$ cat src/rtl/rr_arbiter3.sv
// Round-robin arbiter sharing one AXI channel among three managers.
// Grant holds until finish (or watchdog expiry), then one dead GAP cycle precedes re-arbitration.
module rr_arbiter3 #(
  parameter int TMO_W   = 10,
  parameter int TMO_CYC = 1000,
  parameter bit TMO_EN  = 1'b1
) (
  input  logic       clk,
  input  logic       rst_n,
  input  logic       req0,
  input  logic       req1,
  input  logic       req2,
  input  logic [2:0] req_mask,
  input  logic       finish,
  output logic       gnt0,
  output logic       gnt1,
  output logic       gnt2,
  output logic [2:0] sel,
  output logic       busy,
  output logic       tmo_err,
  output logic [1:0] tmo_id
);

  typedef enum logic [1:0] {S_IDLE = 2'd0, S_GRANT = 2'd1, S_GAP = 2'd2} state_t;

  localparam logic [TMO_W-1:0] CNT_MAX  = '1;
  localparam logic [TMO_W-1:0] TMO_LAST = TMO_W'(TMO_CYC - 1);

  state_t           state_q, state_d;
  logic [1:0]       ptr_q, ptr_d;
  logic [TMO_W-1:0] cnt_q, cnt_d;
  logic [2:0]       gnt_q, gnt_d;
  logic             busy_q, busy_d;
  logic             tmo_err_q, tmo_err_d;
  logic [1:0]       tmo_id_q, tmo_id_d;
  logic [2:0]       eff;
  logic [1:0]       pick_idx;

  // First effective requester found searching upward from the slot after the last grant.
  function automatic logic [1:0] rr_pick(input logic [2:0] reqs, input logic [1:0] last);
    logic [1:0] res;
    logic       found;
    int         c;
    res   = 2'd0;
    found = 1'b0;
    for (int k = 1; k <= 3; k++) begin
      c = (int'(last) + k) % 3;
      if (!found && reqs[c]) begin
        res   = 2'(c);
        found = 1'b1;
      end
    end
    return res;
  endfunction

  assign eff      = {req2, req1, req0} & ~req_mask;
  assign pick_idx = rr_pick(eff, ptr_q);

  always_comb begin
    state_d   = state_q;
    ptr_d     = ptr_q;
    cnt_d     = cnt_q;
    gnt_d     = gnt_q;
    busy_d    = busy_q;
    tmo_err_d = 1'b0;
    tmo_id_d  = tmo_id_q;
    case (state_q)
      S_IDLE: begin
        if (eff != 3'b000) begin
          gnt_d   = 3'b001 << pick_idx;
          busy_d  = 1'b1;
          ptr_d   = pick_idx;
          cnt_d   = '0;
          state_d = S_GRANT;
        end
      end
      S_GRANT: begin
        cnt_d = (cnt_q == CNT_MAX) ? cnt_q : cnt_q + 1'b1;
        // finish takes precedence over a timeout landing in the same cycle
        if (finish) begin
          gnt_d   = 3'b000;
          busy_d  = 1'b0;
          state_d = S_GAP;
        end else if (TMO_EN && (cnt_q == TMO_LAST)) begin
          gnt_d     = 3'b000;
          busy_d    = 1'b0;
          tmo_err_d = 1'b1;
          tmo_id_d  = ptr_q;
          state_d   = S_GAP;
        end
      end
      S_GAP: begin
        state_d = S_IDLE;
      end
      default: begin
        gnt_d   = 3'b000;
        busy_d  = 1'b0;
        state_d = S_IDLE;
      end
    endcase
  end

  always_ff @(posedge clk or negedge rst_n) begin
    if (!rst_n) begin
      state_q   <= S_IDLE;
      ptr_q     <= 2'd2;
      cnt_q     <= '0;
      gnt_q     <= 3'b000;
      busy_q    <= 1'b0;
      tmo_err_q <= 1'b0;
      tmo_id_q  <= 2'd0;
    end else begin
      state_q   <= state_d;
      ptr_q     <= ptr_d;
      cnt_q     <= cnt_d;
      gnt_q     <= gnt_d;
      busy_q    <= busy_d;
      tmo_err_q <= tmo_err_d;
      tmo_id_q  <= tmo_id_d;
    end
  end

  assign gnt0    = gnt_q[0];
  assign gnt1    = gnt_q[1];
  assign gnt2    = gnt_q[2];
  assign sel     = gnt_q;
  assign busy    = busy_q;
  assign tmo_err = tmo_err_q;
  assign tmo_id  = tmo_id_q;

endmodule

$ cat config.mk
export PLATFORM = sky130hd
export DESIGN_NAME = rr_arbiter3
export DESIGN_NICKNAME = d
export VERILOG_FILES = /design/src/rtl/rr_arbiter3.sv
export SDC_FILE = /design/constraint.sdc
export NUM_CORES = 1
export LEC_CHECK = 0
export CAP_MARGIN = 20
export CORE_MARGIN = 3
export CORE_UTILIZATION = 45
export CTS_BUF_LIST = sky130_fd_sc_hd__clkbuf_2
export CTS_CLUSTER_SIZE = 25
export DETAILED_ROUTE_END_ITERATION = 10
export PLACE_DENSITY_LB_ADDON = 0.15
export REMOVE_ABC_BUFFERS = 1
export SKIP_CTS_REPAIR_TIMING = 1
export SKIP_LAST_GASP = 1
export SYNTH_ARGS = -nofsm -noshare
export SYNTH_HDL_FRONTEND = slang
export SYNTH_SLANG_ARGS = --single-unit
$ cat constraint.sdc
create_clock -name clk -period 2.15 [get_ports clk]
set_clock_uncertainty 0.1 [all_clocks]
set_input_delay 0.215 -clock clk [delete_from_list [all_inputs] [get_ports clk]]
set_output_delay 0.215 -clock clk [all_outputs]
set_load 0.02 [all_outputs]
==> results.sh, run 1 <==
export IMPL_status="finished, final reports clean"
export IMPL_antenna_found_initial=0
export IMPL_drive_above_1_share_pct=14.97
export IMPL_period_needed_ns=2.007
export IMPL_ant_nets=0
export IMPL_drt_initial_drc_count=30
export IMPL_critPathRequiredTime_ns=2.30
export IMPL_grt_max_degree=22
export IMPL_max_cap_violations=0
export IMPL_synth_top_family_by_area="simple AND/OR/NAND/NOR gates"
export IMPL_cts_tree="built"
export IMPL_synth_adder_area_share_pct=4.016
export IMPL_end_kind="flip-flop"
export IMPL_cts_made_buffers=3
export IMPL_n_antenna_cell=0
export IMPL_num_vias=1016
export IMPL_fin_tns_setup_ns=0
export IMPL_powerDensity_nw_per_um2=906.2
export IMPL_dieArea_um2=3437
export IMPL_nets=161
export IMPL_path_max_fanout=4
export IMPL_ys_flop_type="dfrtp_1"
export IMPL_maxSlewViolCount=0
export IMPL_dp_hpwl_um=1927
export IMPL_dieWidth_um=58.63
export IMPL_hold_viol=0
export IMPL_worstMarginPinSlew_ns=0.5969
export IMPL_portBuffers=18
export IMPL_ys_async_sr_fraction_pct=100.0
export IMPL_leakagePower_nw=0.5987
export IMPL_clock_fmax_mhz=498.2
export IMPL_grt_overflow_total=0
export IMPL_detail_route_wl_per_cell_um=14.25
export IMPL_dieHeight_um=58.63
export IMPL_cts_max_level=1
export IMPL_min_path_type="primary input to asynchronous set/reset pin"
export IMPL_place_congestion=0.7719
export IMPL_critPathKind="flip-flop to flip-flop"
export IMPL_grt_pass1_wl_um=4416
export IMPL_ys_seq_area_share_pct=42.27
export IMPL_synth_edf_count=0
export IMPL_path_cells="ha_1 -> nor3b_1 -> a211oi_1 -> o221ai_1 -> a2bb2o_1"
export IMPL_start_util_pct=48.97
export IMPL_post_route_util_pct=58.60
export IMPL_cts_path_max_buffers=2
export IMPL_reg2reg_setup_slack_ns=0.14
export IMPL_grt_pass1_vias=985
export IMPL_io_pins=19
export IMPL_r2r_start="ptr_q[1]"
export IMPL_syn_area_um2=1246
export IMPL_crit_slowest_cell="dfstp_2"
export IMPL_via_per_inst=5.740
export IMPL_avgSynthCellArea_um2=9.970
export IMPL_globalRouteTotalUtil_pct=16.51
export IMPL_coreArea_um2=2545
export IMPL_cts_num_sinks=21
export IMPL_slowest_delay_ns=0.61
export IMPL_synth_compound_area_share_pct=18.88
export IMPL_synth_mux_area_fraction_pct=5.823
export IMPL_wirelength_um=2523
export IMPL_setup_viol=0
export IMPL_ys_warnings_count=0
export IMPL_rsz0062_at_grt="false"
export IMPL_post_route_period_util_pct=93.36
export IMPL_synthSimpleGateAreaFrac_pct=23.29
export IMPL_synth_xor_area_share_pct=0
export IMPL_max_slew_margin_pct=59.87
export IMPL_area_delta_synth_final_pct=19.68
export IMPL_rows=18
export IMPL_synth_seq_cells=21
export IMPL_max_vdd_ir_drop_uv=703.9
export IMPL_cp_top_family="compound AO/OA/AOI/OAI gates"
export IMPL_r2r_end="sel[2]"
export IMPL_yosysUniqueCellTypes=44
export IMPL_nFillCells=232
export IMPL_drtPass1Iterations=4
export IMPL_r2r_cells=5
export IMPL_path_clk_slew_ns=0.21
export IMPL_drc=0
export IMPL_start_kind="flip-flop"
export IMPL_critPathArrivalTime_ns=2.16
export IMPL_crit_buf_inv=0
export IMPL_insertion_delay_ns=0.33
export IMPL_syn_instance_count=125
export IMPL_clock_root_buffer="clkbuf_2"
## registers in the layout, indices dropped and copies added (netlist names)
register / count
ptr_q: 2
busy: 1
tmo_id: 2
tmo_err: 1
sel: 3
state_q: 2
cnt_q: 10
## cells in the mapped netlist, types with 2 or more instances
master | instances | share of area, %
a211oi_1 | 3 | 1.8
a21oi_1 | 4 | 1.6
buf_4 | 3 | 1.8
clkbuf_1 | 2 | 0.60
dfrtp_1 | 20 | 40
ha_1 | 4 | 4.0
inv_1 | 7 | 2.1
mux2_2 | 2 | 1.8
mux2i_1 | 5 | 4.0
nand2_1 | 11 | 3.3
nand2b_1 | 4 | 2.0
nand3_1 | 4 | 1.6
nand4_1 | 2 | 1.0
nor2_1 | 7 | 2.1
nor2b_1 | 4 | 2.0
nor3_1 | 2 | 0.80
nor3b_1 | 2 | 1.2
nor4_1 | 3 | 1.5
o21ai_0 | 4 | 1.6
o31ai_1 | 5 | 3.0
or4_1 | 4 | 2.4
## cells in the final DEF (no fill, tap or decap), types with 2 or more instances in the layout
master,synthesis,final
a211oi_1,3,3
a21oi_1,4,4
buf_4,3,6
clkbuf_2,0,3
clkdlybuf4s50_1,0,18
dfrtp_1,20,19
ha_1,4,4
inv_1,7,7
mux2_2,2,2
mux2i_1,5,5
nand2_1,11,11
nand2b_1,4,4
nand3_1,4,4
nand4_1,2,2
nor2_1,7,7
nor2b_1,4,4
nor3_1,2,2
nor3b_1,2,2
nor4_1,3,3
o21ai_0,4,4
o31ai_1,5,5
or4_1,4,4
## stage by stage
stage | worst slack [ns] | instance area, um^2 | hold slack, ns | cells | total power (W)
floorplan | 0.2847 | 1205 | -0.1806 | 119 | 0.0009391
global placement | 0.1103 | 1468 | 0.3704 | 173 | 0.001176
detailed placement | 0.07033 | 1468 | 0.3668 | 173 | 0.001193
CTS | 0.1112 | 1490 | 0.09975 | 177 | 0.001365
global route | 0.02356 | 1491 | 0.09186 | 177 | 0.001460
finish | 0.1428 | 1491 | 0.09836 | 177 | 0.001351
## logic make-up after synthesis
family	Yosys count
mux	7
fa+ha+maj	4
flops	21
buf+inv	14
simple gates	50
compound gates	29
## worst max-delay path by stage
| stage | from | end | slack [ns] | depth (start not counted) |
|---|---|---|---|---|
| global placement | req0 | cnt_q[5] | 0.11 | 5 |
| CTS | ptr_q[0] | sel[0] | 0.11 | 6 |
| finish | ptr_q[1] | sel[2] | 0.14 | 5 |
| detailed placement | req0 | cnt_q[3] | 0.07 | 5 |
| global route | ptr_q[1] | sel[2] | 0.02 | 5 |
| floorplan | ptr_q[0] | sel[0] | 0.28 | 6 |
## area by class of cell
class / instances / area, um^2 / share of cell area, %
multi-input cells: 90 / 648.1 / 43.46
flip-flops and latches: 21 / 528.0 / 35.40
repair buffers: 24 / 225.2 / 15.10
well taps: 30 / 37.54 / 2.517
inverters: 8 / 30.03 / 2.013
clock buffers: 3 / 15.01 / 1.007
clock inverters: 1 / 7.507 / 0.5034
## metal layers
layer	up-vias	global-route usage (%)	routed length (um)
li1	506	-	-
met1	489	22.08	1247
met2	17	27.27	1138
met3	4	3.728	116
met4	0	3.883	20
met5	-	0	0
## report_power, final
group	internal, W	switching (W)
Combinational	0.000283	0.000316
Clock	0.0000433	0.000127
Sequential	0.000481	0.000102
(Power assumes the default switching activity.)
==> run 2, diff against run 1 <==
--- a/config.mk
+++ b/config.mk
@@ -5,7 +5,6 @@
 export SDC_FILE = /design/constraint.sdc
 export NUM_CORES = 1
 export LEC_CHECK = 0
-export CAP_MARGIN = 20
 export CORE_MARGIN = 3
 export CORE_UTILIZATION = 45
 export CTS_BUF_LIST = sky130_fd_sc_hd__clkbuf_2
==> results of run 2 <==
No change in the layout: final DEF, timing and power equal those of run 1.
==> run 3, diff against run 2 <==
--- a/config.mk
+++ b/config.mk
@@ -5,8 +5,10 @@
 export SDC_FILE = /design/constraint.sdc
 export NUM_CORES = 1
 export LEC_CHECK = 0
+export CELL_PAD_IN_SITES_DETAIL_PLACEMENT = 1
+export CELL_PAD_IN_SITES_GLOBAL_PLACEMENT = 1
 export CORE_MARGIN = 3
-export CORE_UTILIZATION = 45
+export CORE_UTILIZATION = 43
 export CTS_BUF_LIST = sky130_fd_sc_hd__clkbuf_2
 export CTS_CLUSTER_SIZE = 25
 export DETAILED_ROUTE_END_ITERATION = 10
==> results.sh, run 3 (synthesis results as in run 1) <==
export IMPL_drive_above_1_share_pct=15.54
export IMPL_path_cells="inv_1 -> ha_1 -> a2111o_1 -> a31o_2 -> a32o_1"
export IMPL_cts_tree="built"
export IMPL_num_vias=1022
export IMPL_globalRouteTotalUtil_pct=20.08
export IMPL_drt_initial_drc_count=17
export IMPL_area_delta_synth_final_pct=20.48
export IMPL_rows=18
export IMPL_regMostFlops="cnt_q"
export IMPL_cts_num_sinks=21
export IMPL_io_pins=19
export IMPL_min_path_type="primary input to asynchronous set/reset pin"
export IMPL_drc=0
export IMPL_period_needed_ns=1.988
export IMPL_coreArea_um2=2613
export IMPL_leakagePower_nw=0.6096
export IMPL_start_kind="flip-flop"
export IMPL_drtPass1Iterations=4
export IMPL_nets=162
export IMPL_critPathRequiredTime_ns=2.27
export IMPL_mostFrequentLayoutCells="dfrtp_1, clkdlybuf4s50_1, nand2_1"
export IMPL_hold_viol=0
export IMPL_highest_layer="met4"
export IMPL_path_clk_slew_ns=0.19
export IMPL_slowest_delay_ns=0.61
export IMPL_ant_nets=0
export IMPL_dp_cells=174
export IMPL_place_congestion=0.8133
export IMPL_seqCellArea_um2=526.8
export IMPL_clock_fmax_mhz=502.9
export IMPL_antenna_found_initial=0
export IMPL_grt_max_degree=22
export IMPL_dieArea_um2=3580
export IMPL_critPathKind="flip-flop to flip-flop"
export IMPL_max_vdd_ir_drop_uv=578.2
export IMPL_powerDensity_nw_per_um2=917.8
export IMPL_worstMarginPinSlew_ns=0.5522
export IMPL_nFillCells=298
export IMPL_dieWidth_um=59.84
export IMPL_grt_pass1_vias=1181
export IMPL_cts_max_level=1
export IMPL_end_kind="flip-flop"
export IMPL_met3WireLength_um=99
export IMPL_path_max_fanout=5
export IMPL_grt_pass1_wl_um=5430
export IMPL_post_route_period_util_pct=92.49
export IMPL_via_per_inst=5.742
export IMPL_detail_route_wl_per_cell_um=16.82
export IMPL_max_slew_margin_pct=62.88
export IMPL_maxSlewViolCount=0
export IMPL_portBuffers=18
export IMPL_rsz0062_at_grt="false"
export IMPL_dieHeight_um=59.84
export IMPL_insertion_delay_ns=0.31
export IMPL_largest_register_ffs=10
export IMPL_wl_met1_um=1412
export IMPL_route_met2_wl_um=1466
export IMPL_n_antenna_cell=0
export IMPL_layout_commonest_cell="dfrtp_1"
export IMPL_max_cap_violations=0
export IMPL_wirelength_um=2994
export IMPL_grt_overflow_total=0
export IMPL_critPathArrivalTime_ns=2.11
export IMPL_clock_root_buffer="clkbuf_2"
export IMPL_crit_slowest_cell="dfstp_2"
export IMPL_fin_tns_setup_ns=0
export IMPL_multi_input_area_um2=654.4
export IMPL_final_cells=178
export IMPL_start_util_pct=47.70
export IMPL_dp_hpwl_um=2265
export IMPL_status="finished, final reports clean"
export IMPL_setup_viol=0
export IMPL_cts_path_max_buffers=2
export IMPL_cts_made_buffers=3
==> run 3: through the flow <==
stage / util [%] / worst slack (ns) / hold WS, ns / total power, W / area, um^2
after floorplan: - / 0.2847 / -0.1806 / 0.0009391 / 1205
after CTS: 57.23 / 0.1070 / 0.1066 / 0.001385 / 1495
final: 57.47 / 0.1615 / 0.1092 / 0.001378 / 1501
after global routing: 57.47 / 0.02877 / 0.09780 / 0.001497 / 1501
after global placement: 56.47 / 0.08490 / 0.3681 / 0.001186 / 1475
after detailed placement: 56.47 / -0.01415 / 0.3692 / 0.001223 / 1475
==> run 3: layer usage <==
metal	vias to the layer above	global-route usage [%]
met5	-	0
met4	0	5.063
met3	2	2.808
met2	14	34.41
met1	496	26.45
li1	510	-
==> run 3: layout make-up <==
class	count	area share, %
repair buffers	25	15.50
clock inverters	1	0.3333
well taps	30	2.500
clock buffers	3	1.000
multi-input cells	90	43.58
inverters	8	2.000
flip-flops and latches	21	35.08
==> run 3: final timing paths <==
path	startpoint	endpoint	slack (ns)	cells after the start
max	ptr_q[1]	sel[0]	0.16	5
min	rst_n	state_q[0]	0.11	2
max reg2reg	ptr_q[1]	sel[0]	0.16	5
min reg2reg	busy	busy	0.41	1
max in group asynchronous	rst_n	ptr_q[1]	1.56	2
min in group clk	busy	busy	0.41	1
==> run 3: power breakdown <==
group	total (W)	switching (W)	internal (W)	leakage (nW)
Clock	0.000158	0.000116	0.0000422	0.0164
Combinational	0.000641	0.000349	0.000292	0.314
Sequential	0.000580	0.0000995	0.000480	0.279
==> run 3: critical path: cells and delay by family (launching register included) <==
family	cells	cell delay [ns]
AOI/OAI and AO/OA	3	0.89
adders and majority gates	1	0.24
buffers and inverters	1	0.06
DFF	1	0.61
